===== src/rtl/imem_ctrl_if.sv =====
// ============================================================================
// imem_ctrl_if : host loader, fetch unit and memory port signals of imem_ctrl
// Revision     : 1.0 - initial release
// ============================================================================
`default_nettype none

interface imem_ctrl_if #(
    parameter int ADDR_WIDTH = 8,
    parameter int DATA_WIDTH = 128,
    parameter int PC_WIDTH   = 12
) ();
    logic                    host_vld;
    logic                    host_rdy;
    logic [DATA_WIDTH/4-1:0] host_wdata;
    logic                    host_last;
    logic [PC_WIDTH-1:0]     host_start_addr;
    logic                    host_reload;
    logic                    ifu_mem_ce;
    logic [ADDR_WIDTH-1:0]   ifu_mem_addr;
    logic                    ifu_mem_gnt;
    logic                    mem_ce;
    logic                    mem_we;
    logic [ADDR_WIDTH-1:0]   mem_addr;
    logic [DATA_WIDTH-1:0]   mem_din;
    logic                    start_vld;
    logic [PC_WIDTH-1:0]     start_addr;
    logic                    busy;
    logic                    ovf;

    modport slave (
        input  host_vld, host_wdata, host_last, host_start_addr, host_reload,
        input  ifu_mem_ce, ifu_mem_addr,
        output host_rdy, ifu_mem_gnt, mem_ce, mem_we, mem_addr, mem_din,
        output start_vld, start_addr, busy, ovf
    );

    modport master (
        output host_vld, host_wdata, host_last, host_start_addr, host_reload,
        output ifu_mem_ce, ifu_mem_addr,
        input  host_rdy, ifu_mem_gnt, mem_ce, mem_we, mem_addr, mem_din,
        input  start_vld, start_addr, busy, ovf
    );
endinterface

`default_nettype wire


===== src/rtl/imem_ctrl.sv =====
// ============================================================================
// imem_ctrl : packs host words into instruction memory lines, then hands the
//             single memory port to the fetch unit until a reload request.
// Revision  : 1.0 - initial release
// ============================================================================
`default_nettype none

module imem_ctrl #(
    parameter int ADDR_WIDTH = 8,
    parameter int DATA_WIDTH = 128,
    parameter int PC_WIDTH   = 12
) (
    input  wire logic   clk,
    input  wire logic   rst_n,
    imem_ctrl_if.slave  bus
);
    localparam int c_WORD_W = DATA_WIDTH / 4;

    localparam logic [2:0] c_IDLE  = 3'd0;
    localparam logic [2:0] c_FILL  = 3'd1;
    localparam logic [2:0] c_WRITE = 3'd2;
    localparam logic [2:0] c_START = 3'd3;
    localparam logic [2:0] c_RUN   = 3'd4;

    localparam logic [ADDR_WIDTH-1:0] c_LINE_ONE = 1;
    localparam logic [PC_WIDTH-1:0]   c_PC_ALIGN = ~(PC_WIDTH'(3));

    logic [2:0]            r_state;
    logic [ADDR_WIDTH-1:0] r_line_ptr;
    logic [1:0]            r_slot;
    logic [DATA_WIDTH-1:0] r_buf;
    logic [PC_WIDTH-1:0]   r_pc;
    logic                  r_last;
    logic                  r_ovf;

    logic                  w_host_rdy;
    logic                  w_accept;
    logic                  w_line_done;
    logic                  w_fetch_owns;

    assign w_host_rdy   = (r_state == c_IDLE) || (r_state == c_FILL);
    assign w_accept     = bus.host_vld & w_host_rdy;
    assign w_line_done  = w_accept & ((r_slot == 2'd3) | bus.host_last);
    assign w_fetch_owns = (r_state == c_START) || (r_state == c_RUN);

    always_ff @(posedge clk or negedge rst_n) begin
        if (!rst_n) begin
            r_state    <= c_IDLE;
            r_line_ptr <= '0;
            r_slot     <= 2'd0;
            r_buf      <= '0;
            r_pc       <= '0;
            r_last     <= 1'b0;
            r_ovf      <= 1'b0;
        end else begin
            case (r_state)
                c_IDLE, c_FILL: begin
                    if (w_accept) begin
                        r_buf[r_slot*c_WORD_W +: c_WORD_W] <= bus.host_wdata;
                        r_slot  <= r_slot + 2'd1;
                        r_state <= w_line_done ? c_WRITE : c_FILL;
                        if (bus.host_last) begin
                            r_last <= 1'b1;
                            r_pc   <= bus.host_start_addr;
                        end
                    end
                end
                c_WRITE: begin
                    r_line_ptr <= r_line_ptr + c_LINE_ONE;
                    r_slot     <= 2'd0;
                    r_buf      <= '0;
                    if (r_last) begin
                        r_last  <= 1'b0;
                        r_state <= c_START;
                    end else begin
                        // Wrapping past the top line with words still to come.
                        if (&r_line_ptr) r_ovf <= 1'b1;
                        r_state <= c_FILL;
                    end
                end
                c_START: r_state <= c_RUN;
                c_RUN: begin
                    if (bus.host_reload) begin
                        r_state    <= c_IDLE;
                        r_line_ptr <= '0;
                        r_ovf      <= 1'b0;
                    end
                end
                default: r_state <= c_IDLE;
            endcase
        end
    end

    always_comb begin
        bus.mem_ce      = 1'b0;
        bus.mem_we      = 1'b0;
        bus.mem_addr    = '0;
        bus.mem_din     = '0;
        bus.ifu_mem_gnt = 1'b0;
        if (r_state == c_WRITE) begin
            bus.mem_ce   = 1'b1;
            bus.mem_we   = 1'b1;
            bus.mem_addr = r_line_ptr;
            bus.mem_din  = r_buf;
        end else if (w_fetch_owns) begin
            bus.mem_ce      = bus.ifu_mem_ce;
            bus.mem_addr    = bus.ifu_mem_addr;
            bus.ifu_mem_gnt = bus.ifu_mem_ce;
        end
    end

    assign bus.host_rdy   = w_host_rdy;
    assign bus.start_vld  = (r_state == c_START);
    assign bus.start_addr = (r_state == c_START) ? (r_pc & c_PC_ALIGN) : '0;
    assign bus.busy       = (r_state == c_FILL) || (r_state == c_WRITE) ||
                            (r_state == c_START);
    assign bus.ovf        = r_ovf;

endmodule

`default_nettype wire

===== src/flat_wrapper.sv =====
// flat-port wrapper written by rule: the top's interface ports become plain ports
module imem_ctrl_flat 
#(
    parameter int ADDR_WIDTH = 8,
    parameter int DATA_WIDTH = 128,
    parameter int PC_WIDTH   = 12
)
  (clk, rst_n, bus_host_vld, bus_host_wdata, bus_host_last, bus_host_start_addr, bus_host_reload, bus_ifu_mem_ce, bus_ifu_mem_addr, bus_host_rdy, bus_ifu_mem_gnt, bus_mem_ce, bus_mem_we, bus_mem_addr, bus_mem_din, bus_start_vld, bus_start_addr, bus_busy, bus_ovf);
  imem_ctrl_if #(.ADDR_WIDTH(ADDR_WIDTH), .DATA_WIDTH(DATA_WIDTH), .PC_WIDTH(PC_WIDTH)) bus_i ();
  input  wire logic clk;
  input  wire logic rst_n;
  input wire logic [$bits(bus_i.host_vld)-1:0] bus_host_vld;
  input wire logic [$bits(bus_i.host_wdata)-1:0] bus_host_wdata;
  input wire logic [$bits(bus_i.host_last)-1:0] bus_host_last;
  input wire logic [$bits(bus_i.host_start_addr)-1:0] bus_host_start_addr;
  input wire logic [$bits(bus_i.host_reload)-1:0] bus_host_reload;
  input wire logic [$bits(bus_i.ifu_mem_ce)-1:0] bus_ifu_mem_ce;
  input wire logic [$bits(bus_i.ifu_mem_addr)-1:0] bus_ifu_mem_addr;
  output wire logic [$bits(bus_i.host_rdy)-1:0] bus_host_rdy;
  output wire logic [$bits(bus_i.ifu_mem_gnt)-1:0] bus_ifu_mem_gnt;
  output wire logic [$bits(bus_i.mem_ce)-1:0] bus_mem_ce;
  output wire logic [$bits(bus_i.mem_we)-1:0] bus_mem_we;
  output wire logic [$bits(bus_i.mem_addr)-1:0] bus_mem_addr;
  output wire logic [$bits(bus_i.mem_din)-1:0] bus_mem_din;
  output wire logic [$bits(bus_i.start_vld)-1:0] bus_start_vld;
  output wire logic [$bits(bus_i.start_addr)-1:0] bus_start_addr;
  output wire logic [$bits(bus_i.busy)-1:0] bus_busy;
  output wire logic [$bits(bus_i.ovf)-1:0] bus_ovf;
  assign bus_i.host_vld = bus_host_vld;
  assign bus_i.host_wdata = bus_host_wdata;
  assign bus_i.host_last = bus_host_last;
  assign bus_i.host_start_addr = bus_host_start_addr;
  assign bus_i.host_reload = bus_host_reload;
  assign bus_i.ifu_mem_ce = bus_ifu_mem_ce;
  assign bus_i.ifu_mem_addr = bus_ifu_mem_addr;
  assign bus_host_rdy = bus_i.host_rdy;
  assign bus_ifu_mem_gnt = bus_i.ifu_mem_gnt;
  assign bus_mem_ce = bus_i.mem_ce;
  assign bus_mem_we = bus_i.mem_we;
  assign bus_mem_addr = bus_i.mem_addr;
  assign bus_mem_din = bus_i.mem_din;
  assign bus_start_vld = bus_i.start_vld;
  assign bus_start_addr = bus_i.start_addr;
  assign bus_busy = bus_i.busy;
  assign bus_ovf = bus_i.ovf;
  imem_ctrl #(.ADDR_WIDTH(ADDR_WIDTH), .DATA_WIDTH(DATA_WIDTH), .PC_WIDTH(PC_WIDTH)) u_core (.clk(clk), .rst_n(rst_n), .bus(bus_i));
endmodule

===== config.mk =====
export PLATFORM = sky130hd
export DESIGN_NAME = imem_ctrl_flat
export DESIGN_NICKNAME = d
export VERILOG_FILES = /design/src/rtl/imem_ctrl_if.sv /design/src/rtl/imem_ctrl.sv /design/src/flat_wrapper.sv
export SDC_FILE = /design/constraint.sdc
export NUM_CORES = 1
export LEC_CHECK = 0
export BUFFER_PORTS_ARGS = -buffer_cell sky130_fd_sc_hd__clkbuf_2
export CORE_MARGIN = 4
export CORE_UTILIZATION = 35
export DETAILED_ROUTE_END_ITERATION = 12
export SETUP_SLACK_MARGIN = 0.5
export SLEW_MARGIN = 0
export SYNTH_ARGS = -nofsm -noshare
export SYNTH_HDL_FRONTEND = slang
export SYNTH_SLANG_ARGS = --single-unit

===== constraint.sdc =====
create_clock -name clk -period 2.95 [get_ports clk]
set_input_delay 0.1475 -clock clk [delete_from_list [all_inputs] [get_ports clk]]
set_output_delay 0.1475 -clock clk [all_outputs]
set_load 0.005 [all_outputs]

==> metrics.csv, run 1 <==
stage;metric;value;unit
timing;slew_headroom;62.23;%
final_layout;insertedDiodeCount;0;
critical_path;cp.arrival;2.22;ns
critical_path;crit_slowest_cell;or3b_4;
final_layout;layout_commonest_cell;clkbuf_2;
power;peakVddDrop;439.9;uV
timing;setup_viol;0;
clock_network;numClockSinks;153;
final_layout;area_growth_syn_to_layout;30.14;%
drt;drt_pass1_iterations;6;
clock_network;cts_tree;yes;
drt;drc;0;
final_layout;final_cell_mix;clkbuf_2 (207), dfrtp_1 (152), and2_1 (140);
place;post_dp_cell_area;8478;um^2
clock_network;htree_levels;4;
logic_synthesis;synth_xor_area_share;0;%
logic_synthesis;syn_area_per_cell;11.65;um^2
final_layout;fin_nets;893;
clock_network;clockBufferDepth;2;
critical_path;cp_max_fo;80;
logic_synthesis;synth-seq-cells;153;
power;p_leak;0.004886;uW
logic_synthesis;synthSimpleGateAreaFrac;19.89;%
place;port_buffers;208;
place;place_ws;0.5166;ns
critical_path;worstPathCellList;or3b_4 -> clkinv_2 -> buf_12 -> and2_1 -> clkbuf_2;
grt;grt_pass1_vias;5633;
clock_network;cts.clk_slew.worst_paths;0.06;ns
power;powerDensity;811.7;nW/um^2
floorplanning;die_area;22710;um^2
grt;grtUsageTotal;17.95;%
grt;met2_usage;27.49;%
critical_path;setup.worst_path.class;flip-flop to output pin;
logic_synthesis;synth_mux_area_share;6.916;%
logic_synthesis;ys_warn_count;0;
clock_network;cts_root_buf;clkbuf_16;
floorplanning;start_util;36.15;%
logic_synthesis;synth_cell_types;41;
drt;vias_per_cell;5.004;
critical_path;end_kind;output pin;
grt;grt_busiest_layer;met2;
clock_network;postCtsSetupBuffers;0;
timing;fin_skew;0.006715;ns
timing;final.min_clock_period;2.366;ns
logic_synthesis;synthCells;612;
floorplanning;fp.dieW;150.7;um
min_path;hp-class;primary input to flip-flop;
timing;hold_viol;0;
floorplanning;rows;51;
logic_synthesis;synth_compound_area_share;14.66;%
clock_network;clkLatencyLatePin;0.42;ns
final_layout;final_area;9276;um^2
timing;drv_slew;0;
clock_network;cts-buffers-inserted;17;
logic_synthesis;netlist_area;7128;um^2
critical_path;rr_startpoint;u_core.r_slot[0];
grt;use_met1;26.08;%
timing;period_share;80.20;%
grt;antenna_found_initial;0;
critical_path;required;2.80;ns
timing;grt_setup_unrepaired;yes;
logic_synthesis;yosys.area_share.adder;1.229;%
floorplanning;dieHeight;150.7;um
drt;routedWlPerCell;18.09;um
drt;drtIter0Drc;217;
logic_synthesis;seq_area_frac_synth;53.71;%
timing;setup-tns-final;0;ns
logic_synthesis;synth_top_family_by_area;simple AND/OR/NAND/NOR gates;
floorplanning;core-area;19720;um^2
timing;max_freq;422.7;MHz
timing;fin_ws;0.5842;ns
final_layout;drive_gt1_share;36.98;%
timing;worst_pin_slew;0.5666;ns
drt;vias;5534;
place;hpwl;13270;um
drt;wl;20010;um
place;gp_congestion;0.7451;
drt;ant_nets;0;
timing;fin_hold_ws;0.01723;ns
critical_path;crit_family;simple AND/OR/NAND/NOR gates;
run_status;status;completed;
min_path;min_from;bus_host_wdata[9];
grt;grtUsageMet3;3.943;%
grt;grt_pass1_wl;31750;um
flow_run;cap_violations;0;
grt;grt_start_max_net_pins;90;
critical_path;cp-start-kind;flip-flop;
critical_path;crit_start;u_core.r_state[1];
critical_path;path_buf_inv;3;
grt;globalRouteOverflowTotal;0;
critical_path;critical-path-max-stage-delay;0.55;ns
floorplanning;pin_count;213;
## layout make-up
cell class / count / area (um^2)
fillers: 1801 / 10440
flip-flops and latches: 153 / 3830
multi-input cells: 402 / 3069
repair buffers: 248 / 1445
clock buffers: 18 / 439.2
well taps: 265 / 331.6
clock inverters: 14 / 137.6
inverters: 6 / 23.77
## per-layer routing
layer / share of wire, % / routed length, um
met1: 48 / 9643
met2: 45 / 8943
met3: 6.2 / 1237
met4: 0.90 / 181
met5: 0 / 0
## flip-flops by register name (all words and copies together) (netlist names)
name,count
u_core.r_buf,128
u_core.r_pc,10
u_core.r_line_ptr,8
u_core.r_state,3
u_core.r_slot,2
u_core.bus.ovf,1
u_core.r_last,1
## cell families (layout without fill, tap and decap cells)
logic type | after synthesis | after routing
simple gates | 222 | 222
flops | 153 | 153
compound gates | 127 | 127
buf+inv | 58 | 286
mux | 44 | 44
fa+ha+maj | 7 | 7
other cells | 1 | 2
## cells in the mapped netlist, drive strengths merged
master | instances | area (um^2)
nand4 | 2 | 12.51
o21ai | 6 | 30.03
nand3 | 6 | 30.03
and3 | 35 | 219.0
inv | 6 | 22.52
mux2 | 42 | 473.0
nor3b | 2 | 20.02
o31ai | 2 | 15.01
nor2 | 4 | 15.01
nand2b | 4 | 25.02
o21a | 1 | 7.510
clkbuf | 32 | 125.1
and2 | 140 | 875.8
nand3b | 4 | 30.03
mux2i | 2 | 20.02
nand4bb | 1 | 11.26
nand2 | 11 | 41.29
dfrtp | 153 | 3829
ha | 7 | 87.58
or4 | 1 | 7.510
conb | 1 | 3.750
nor4bb | 1 | 10.01
nor4 | 4 | 61.31
nor4b | 1 | 8.760
a21o | 5 | 37.54
buf | 20 | 105.1
a22o | 103 | 902.1
and3b | 1 | 8.760
or3 | 2 | 12.51
a21oi | 9 | 45.04
or3b | 3 | 28.78
o21bai | 1 | 7.510
## worst register-to-register path: stages (launching register included)
cell and delay [ns]:
dfrtp_1 0.47, inv_1 0.27, ha_1 0.23, nand3b_1 0.12
a21oi_4 0.44, buf_12 0.25, mux2_2 0.36
## what timing repair did
action,in CTS,in global routing
hold endpoints to repair,56,0
hold buffers,21,0
pin swaps,0,0
endpoints found under the setup margin,138,90
resized for setup,4,0
## stage by stage
| step | util (%) | power, uW | cells |
|---|---|---|---|
| 2_1_floorplan | - | 4480 | 613 |
| 3_3_place_gp | 43.00 | 5380 | 1053 |
| 3_5_place_dp | 43.00 | 5417 | 1053 |
| 4_1_cts | 47.05 | 7633 | 1106 |
| 5_1_grt | 47.05 | 8041 | 1106 |
| 6_report | 47.05 | 7529 | 1106 |
## path summary, 6_finish.rpt
path	end	slack, ns	cells after the start
min in group asynchronous	u_core.r_buf[38]	0.16	2
max	bus_mem_din[1]	0.58	5
max reg2reg	u_core.r_buf[13]	0.71	6
min	u_core.r_buf[73]	0.02	2
min reg2reg	u_core.r_buf[100]	0.49	1
max in group asynchronous	u_core.r_buf[90]	1.99	3
## power breakdown
| part | internal (uW) | switching, uW |
|---|---|---|
| logic | 1080 | 1440 |
| registers | 2570 | 305 |
| clock network | 1200 | 932 |
| total | 4850 | 2680 |
Power figures use the tool's default switching activity.
==> run 2, diff against run 1 <==
Clock period 2.95 ns to 2.4 ns, I/O delays scaled along.
==> metrics.csv, run 2 (same netlist as run 1, synthesis figures left out) <==
stage;metric;value;unit;change
final_layout;top_register;u_core.r_buf;;
timing;setup_viol;0;;unchanged
drt;vias;5821;;+5.2%
min_path;min_from;bus_host_wdata[23];;
drt;ant_nets;0;;unchanged
clock_network;cts.clk_slew.worst_paths;0.07;ns;about the same
critical_path;reg2regPathDepth;5;;-1
power;peakVddDrop;637.4;uV;+45%
critical_path;required;2.28;ns;-0.52 ns
floorplanning;rows;51;;unchanged
clock_network;clkLatencyLatePin;0.42;ns;about the same
floorplanning;core-area;19720;um^2;unchanged
final_layout;largest_reg_flops;128;;unchanged
timing;max_freq;497.1;MHz;
power;p_comb_share;39.2;%;+5.7 points
timing;worst_pin_slew;0.6613;ns;+0.09467 ns
critical_path;rr_startpoint;u_core.r_state[2];;
timing;fin_skew;0.007486;ns;+0.0007717 ns
grt;grt_pass1_vias;5878;;+4.3%
place;port_buffers;208;;unchanged
critical_path;cp-start-kind;flip-flop;;
min_path;hp-class;primary input to flip-flop;;
clock_network;clockBufferDepth;2;;unchanged
timing;final.min_clock_period;2.012;ns;
grt;grt_pass1_wl;33760;um;+6.3%
final_layout;nFillCells;1760;;-2.3%
drt;drt_pass1_iterations;4;;-2
flow_run;cap_violations;0;;unchanged
min_path;min_to;u_core.r_buf[55];;
power;netSwitchingPower;3601;uW;+34%
final_layout;post-route-util;51.91;%;+4.9 points
timing;setup-tns-final;0;ns;unchanged
clock_network;htree_levels;4;;unchanged
critical_path;end_kind;output pin;;
critical_path;worstReg2RegEnd;u_core.r_line_ptr[6];;
power;powerDensity;1029;nW/um^2;+27%
critical_path;r2r_setup_slack;0.54;ns;-0.17 ns
timing;period_share;83.82;%;
power;p_leak;0.005294;uW;+8.4%
final_layout;drive_gt1_share;42.45;%;+5.5 points
floorplanning;pin_count;213;;unchanged
timing;hold_viol;0;;unchanged
drt;vias_per_cell;5.049;;+0.90%
final_layout;layout_commonest_cell;clkbuf_2;;
clock_network;cts_tree;yes;;
place;hpwl;13490;um;+1.7%
run_status;status;completed;;
drt;wl;22000;um;+10%
grt;antenna_found_initial;0;;unchanged
critical_path;setup.worst_path.class;flip-flop to output pin;;
power;sw_frac_of_total;34.19;%;-1.4 points
drt;drc;0;;unchanged
final_layout;insertedDiodeCount;0;;unchanged
clock_network;cts_root_buf;clkbuf_16;;
final_layout;final_cell_mix;clkbuf_2 (187), dfrtp_1 (149), and2_1 (115);;
clock_network;numClockSinks;153;;unchanged
grt;grtUsageTotal;19.20;%;+1.3 points
place;gp_congestion;0.7493;;+0.56%
critical_path;cp_max_fo;21;;-74%
power;p_int;6933;uW;+43%
timing;drv_slew;0;;unchanged
min_path;hold-path-cell-count;2;;unchanged
floorplanning;start_util;36.15;%;unchanged
grt;grt_start_max_net_pins;70;;-22%
power;p_seq_share;33.6;%;-4.6 points
power;p_clk_share;27.3;%;-1.0 points
floorplanning;die_area;22710;um^2;unchanged
final_layout;fin_nets;940;;+5.3%
grt;globalRouteOverflowTotal;0;;unchanged
timing;grt_setup_unrepaired;yes;;
floorplanning;fp.dieW;150.7;um;unchanged
drt;drtIter0Drc;280;;+29%
timing;slew_headroom;55.92;%;-6.3 points
floorplanning;dieHeight;150.7;um;unchanged
final_layout;top_regs;u_core.r_buf: 128 flops, u_core.r_pc: 10 flops, u_core.r_line_ptr: 8 flops;;
clock_network;cts-buffers-inserted;17;;unchanged
critical_path;cp.arrival;1.89;ns;-0.33 ns
final_layout;area_growth_syn_to_layout;43.58;%;
drt;routedWlPerCell;19.08;um;+5.5%
run 2: cell count changes in the layout (fill, tap and decap cells not counted), moves of 5 or more:
cell | before | now
and2_4 | 0 | 25
inv_6 | 6 | 1
clkbuf_2 | 207 | 187
buf_4 | 15 | 24
buf_12 | 3 | 11
dlygate4sd3_1 | 21 | 40
and2_1 | 140 | 115
buf_6 | 1 | 24
run 2: layer usage:
layer,track usage (%),vias up,part of all wire (%)
li1,-,2699,-
met1,26.59,2894,45
met2,30.19,203,47
met3,4.064,25,6.0
met4,6.210,0,1.7
met5,0,-,0
run 2: how the worst max path moves through the flow:
stage | from | endpoint | slack, ns | cells after the start
2_1_floorplan | u_core.r_slot[0] | u_core.r_buf[64] | 0.52 | 7
3_3_place_gp | u_core.r_slot[0] | u_core.r_buf[87] | 0.37 | 6
3_5_place_dp | u_core.r_slot[0] | u_core.r_buf[85] | 0.32 | 6
4_1_cts | u_core.r_state[2] | bus_mem_addr[2] | 0.35 | 6
5_1_grt | u_core.r_state[2] | bus_mem_din[76] | 0.31 | 6
6_report | u_core.r_state[2] | bus_mem_din[44] | 0.39 | 6
run 2: cell type report:
class                   count  area (um^2)  share of cell area (%)
well taps                 265        331.6                   3.240
repair buffers            294         2207                   21.56
multi-input cells         403         3198                   31.25
clock inverters            14        197.7                   1.932
inverters                   6        37.54                  0.3667
clock buffers              18        429.2                   4.193
flip-flops and latches    153         3834                   37.46
run 2: power groups by stage:
stage | Sequential (uW) | Combinational (uW) | Clock [uW]
after global routing | 3620 | 4490 | 3060
after global placement | 3580 | 3140 | 0
after CTS | 3520 | 3820 | 2940
after detailed placement | 3600 | 3190 | 0
after floorplan | 3440 | 2070 | 0
final | 3530 | 4130 | 2870
run 2: timing repair:
item | in CTS | in global routing
resized for setup | 24 | 62
hold buffers | 40 | 0
pin swaps | 1 | 21
hold endpoints to repair | 148 | 0
gates cloned | 5 | 4
endpoints found under the setup margin | 227 | 238
buffers inserted | 10 | 5
run 2: worst max-delay path, cell delays in order (launching register included):
cell	delay [ns]
dfrtp_2	0.42
or3b_4	0.42
clkinv_8	0.10
buf_12	0.12
buf_16	0.15
and2_1	0.14
clkbuf_2	0.11
run 2: metrics by stage:
step	power [uW]	hold WS (ns)	std cells	worst slack (ns)	cell area, um^2
floorplan	5509	-0.1756	613	0.5159	7132
global placement	6720	0.1737	1057	0.3741	8558
finish	10530	0.01345	1153	0.3883	10230
detailed placement	6786	0.1676	1057	0.3160	8558
CTS	10280	0.003874	1144	0.3546	9881
global route	11170	0.006333	1153	0.3068	10230
==> run 3, diff against run 2 <==
Clock period 2.4 ns to 1.75 ns, I/O delays scaled along.
==> metrics.csv, run 3 (same netlist as run 1, synthesis figures left out) <==
stage;metric;value;unit;change
critical_path;cp.arrival;2.31;ns;+0.42 ns
clock_network;clockBufferDepth;2;;unchanged
grt;grtUsageTotal;20.32;%;+1.1 points
timing;setup_viol;277;;+277
critical_path;setup.worst_path.class;flip-flop to flip-flop;;
min_path;min_from;bus_host_vld;;
critical_path;worstPathCellList;buf_4 -> buf_6 -> or3b_4 -> nor4_4 -> buf_6 -> buf_8 -> a22o_1;;
drt;drt_pass1_iterations;6;;+2
critical_path;rr_startpoint;u_core.r_state[1];;
grt;globalRouteOverflowTotal;0;;unchanged
grt;grt_pass1_vias;6354;;+8.1%
final_layout;ff_latch_area;3830;um^2;about the same
clock_network;cts_root_buf;clkbuf_16;;
timing;period_share;111.5;%;
critical_path;required;2.11;ns;-0.17 ns
clock_network;cts-buffers-inserted;17;;unchanged
critical_path;r2r_setup_slack;-0.20;ns;-0.74 ns
final_layout;fin_nets;985;;+4.8%
power;powerDensity;1351;nW/um^2;+31%
critical_path;crit_slowest_cell;or3b_4;;
final_layout;final_cell_mix;dfrtp_1 (152), and2_4 (137), buf_6 (123);;
final_layout;drive_gt1_share;57.45;%;+15 points
drt;vias;6201;;+6.5%
place;hpwl;14970;um;+11%
critical_path;cp-start-kind;flip-flop;;
drt;routedWlPerCell;20.77;um;+8.9%
critical_path;path_buf_inv;4;;unchanged
drt;ant_nets;0;;unchanged
final_layout;post-route-util;60.23;%;+8.3 points
min_path;hp-class;primary input to flip-flop;;
critical_path;crit_top_cell;buf_6;;
grt;grt_start_max_net_pins;52;;-26%
critical_path;reg2regPathDepth;7;;+2
final_layout;nFillCells;1505;;-14%
critical_path;critical-path-max-stage-delay;0.42;ns;about the same
critical_path;end_kind;flip-flop;;
timing;grt_setup_unrepaired;yes;;
final_layout;layout_commonest_cell;dfrtp_1;;
floorplanning;pin_count;213;;unchanged
final_layout;final_area;11880;um^2;+16%
floorplanning;start_util;36.15;%;unchanged
place;post_dp_cell_area;9214;um^2;+7.7%
final_layout;multiInputGateArea;3676;um^2;+15%
final_layout;top_regs;u_core.r_buf: 128 flops, u_core.r_pc: 10 flops, u_core.r_line_ptr: 8 flops;;
timing;drv_slew;0;;unchanged
critical_path;crit_family;simple AND/OR/NAND/NOR gates;;
run_status;violations;setup timing;;
critical_path;worstReg2RegEnd;u_core.r_buf[121];;
final_layout;insertedDiodeCount;0;;unchanged
drt;vias_per_cell;5.176;;+2.5%
floorplanning;core-area;19720;um^2;unchanged
floorplanning;rows;51;;unchanged
drt;drtIter0Drc;324;;+16%
drt;drc;0;;unchanged
final_layout;largest_reg_flops;128;;unchanged
floorplanning;dieHeight;150.7;um;unchanged
timing;fin_skew;0.01320;ns;+0.005713 ns
final_layout;area_growth_syn_to_layout;66.60;%;
run_status;status;finished, violations left;;
min_path;hold-path-cell-count;4;;+2
clock_network;numClockSinks;153;;unchanged
timing;final.min_clock_period;1.951;ns;
clock_network;clkLatencyLatePin;0.42;ns;about the same
grt;antenna_found_initial;0;;unchanged
floorplanning;fp.dieW;150.7;um;unchanged
place;port_buffers;208;;unchanged
grt;grt_pass1_wl;35680;um;+5.7%
timing;hold_viol;0;;unchanged
clock_network;cts.clk_slew.worst_paths;0.07;ns;about the same
final_layout;top_register;u_core.r_buf;;
clock_network;htree_levels;4;;unchanged
power;p_leak;0.005989;uW;+13%
critical_path;cp_max_fo;8;;-62%
timing;max_freq;512.6;MHz;
min_path;min_to;u_core.r_state[0];;
timing;fin_ws;-0.2008;ns;-0.5890 ns
flow_run;cap_violations;0;;unchanged
clock_network;cts_tree;yes;;
drt;wl;24880;um;+13%
power;peakVddDrop;724.3;uV;+14%
floorplanning;die_area;22710;um^2;unchanged
place;gp_congestion;0.8449;;+13%
run 3: cell types whose count changed in the layout (fill, tap and decap cells not counted), moves of 8 or more:
cell / before / now
and2_1: 115 / 4
and2_4: 25 / 137
buf_4: 24 / 32
buf_6: 24 / 123
clkbuf_16: 20 / 29
clkbuf_2: 187 / 93
mux2_2: 41 / 18
mux2_4: 0 / 23
run 3: through the flow:
step | total power, uW | TNS, ns | hold WS (ns) | worst slack, ns | cells
6_report | 16040 | -33.78 | 0.1348 | -0.2008 | 1198
5_1_grt | 16860 | -49.72 | 0.1622 | -0.2601 | 1198
4_1_cts | 14590 | -30.98 | 0.1110 | -0.2497 | 1168
3_5_place_dp | 10350 | -0.6525 | 0.03836 | -0.04343 | 1075
3_3_place_gp | 10130 | -0.05744 | 0.03101 | -0.01319 | 1075
2_1_floorplan | 8529 | 0 | -0.2081 | 0.07341 | 613
run 3: final cells by class:
type	count	area share, %
inverter	6	0.3372
timing repair buffer	336	28.21
clock buffer	19	3.814
timing repair inverter	2	0.2318
multi-input combinational	404	30.96
clock inverter	13	1.412
sequential	153	32.25
tap	265	2.792
run 3: how the worst max path moves through the flow:
| stage | startpoint | to | cells past startpoint |
|---|---|---|---|
| 6_report | u_core.r_state[1] | u_core.r_buf[121] | 7 |
| 5_1_grt | u_core.r_state[1] | bus_mem_addr[7] | 5 |
| 4_1_cts | u_core.r_state[1] | bus_mem_din[77] | 5 |
| 3_5_place_dp | u_core.r_state[0] | u_core.r_line_ptr[6] | 4 |
| 3_3_place_gp | u_core.r_state[0] | u_core.r_line_ptr[6] | 4 |
| 2_1_floorplan | u_core.r_slot[0] | u_core.r_buf[64] | 7 |
run 3: what timing repair did:
item,in CTS,in global routing
hold buffers,45,0
hold endpoints to repair,236,0
cloned,6,15
pin swaps,17,54
resized for setup,25,183
buffers inserted,10,15
endpoints found under the setup margin,305,305
run 3: report_power, final:
| group | internal [uW] | switching [uW] | total, uW |
|---|---|---|---|
| combinational | 3860 | 3420 | 7280 |
| clock | 2330 | 1520 | 3850 |
| sequential | 4340 | 570 | 4910 |
run 3: metal layers:
metal | up-vias | part of all wire [%] | GRT usage [%]
met2 | 219 | 51 | 33.71
met3 | 21 | 6.2 | 4.937
met4 | 0 | 1.3 | 6.664
li1 | 2794 | - | -
met1 | 3167 | 41 | 26.19
met5 | - | 0 | 0
run 3: worst register-to-register path, cell delays in order (launching register included):
cell and delay (ns):
dfrtp_1 0.40, buf_4 0.14, buf_6 0.11, or3b_4 0.42
nor4_4 0.33, buf_6 0.18, buf_8 0.14, a22o_1 0.15
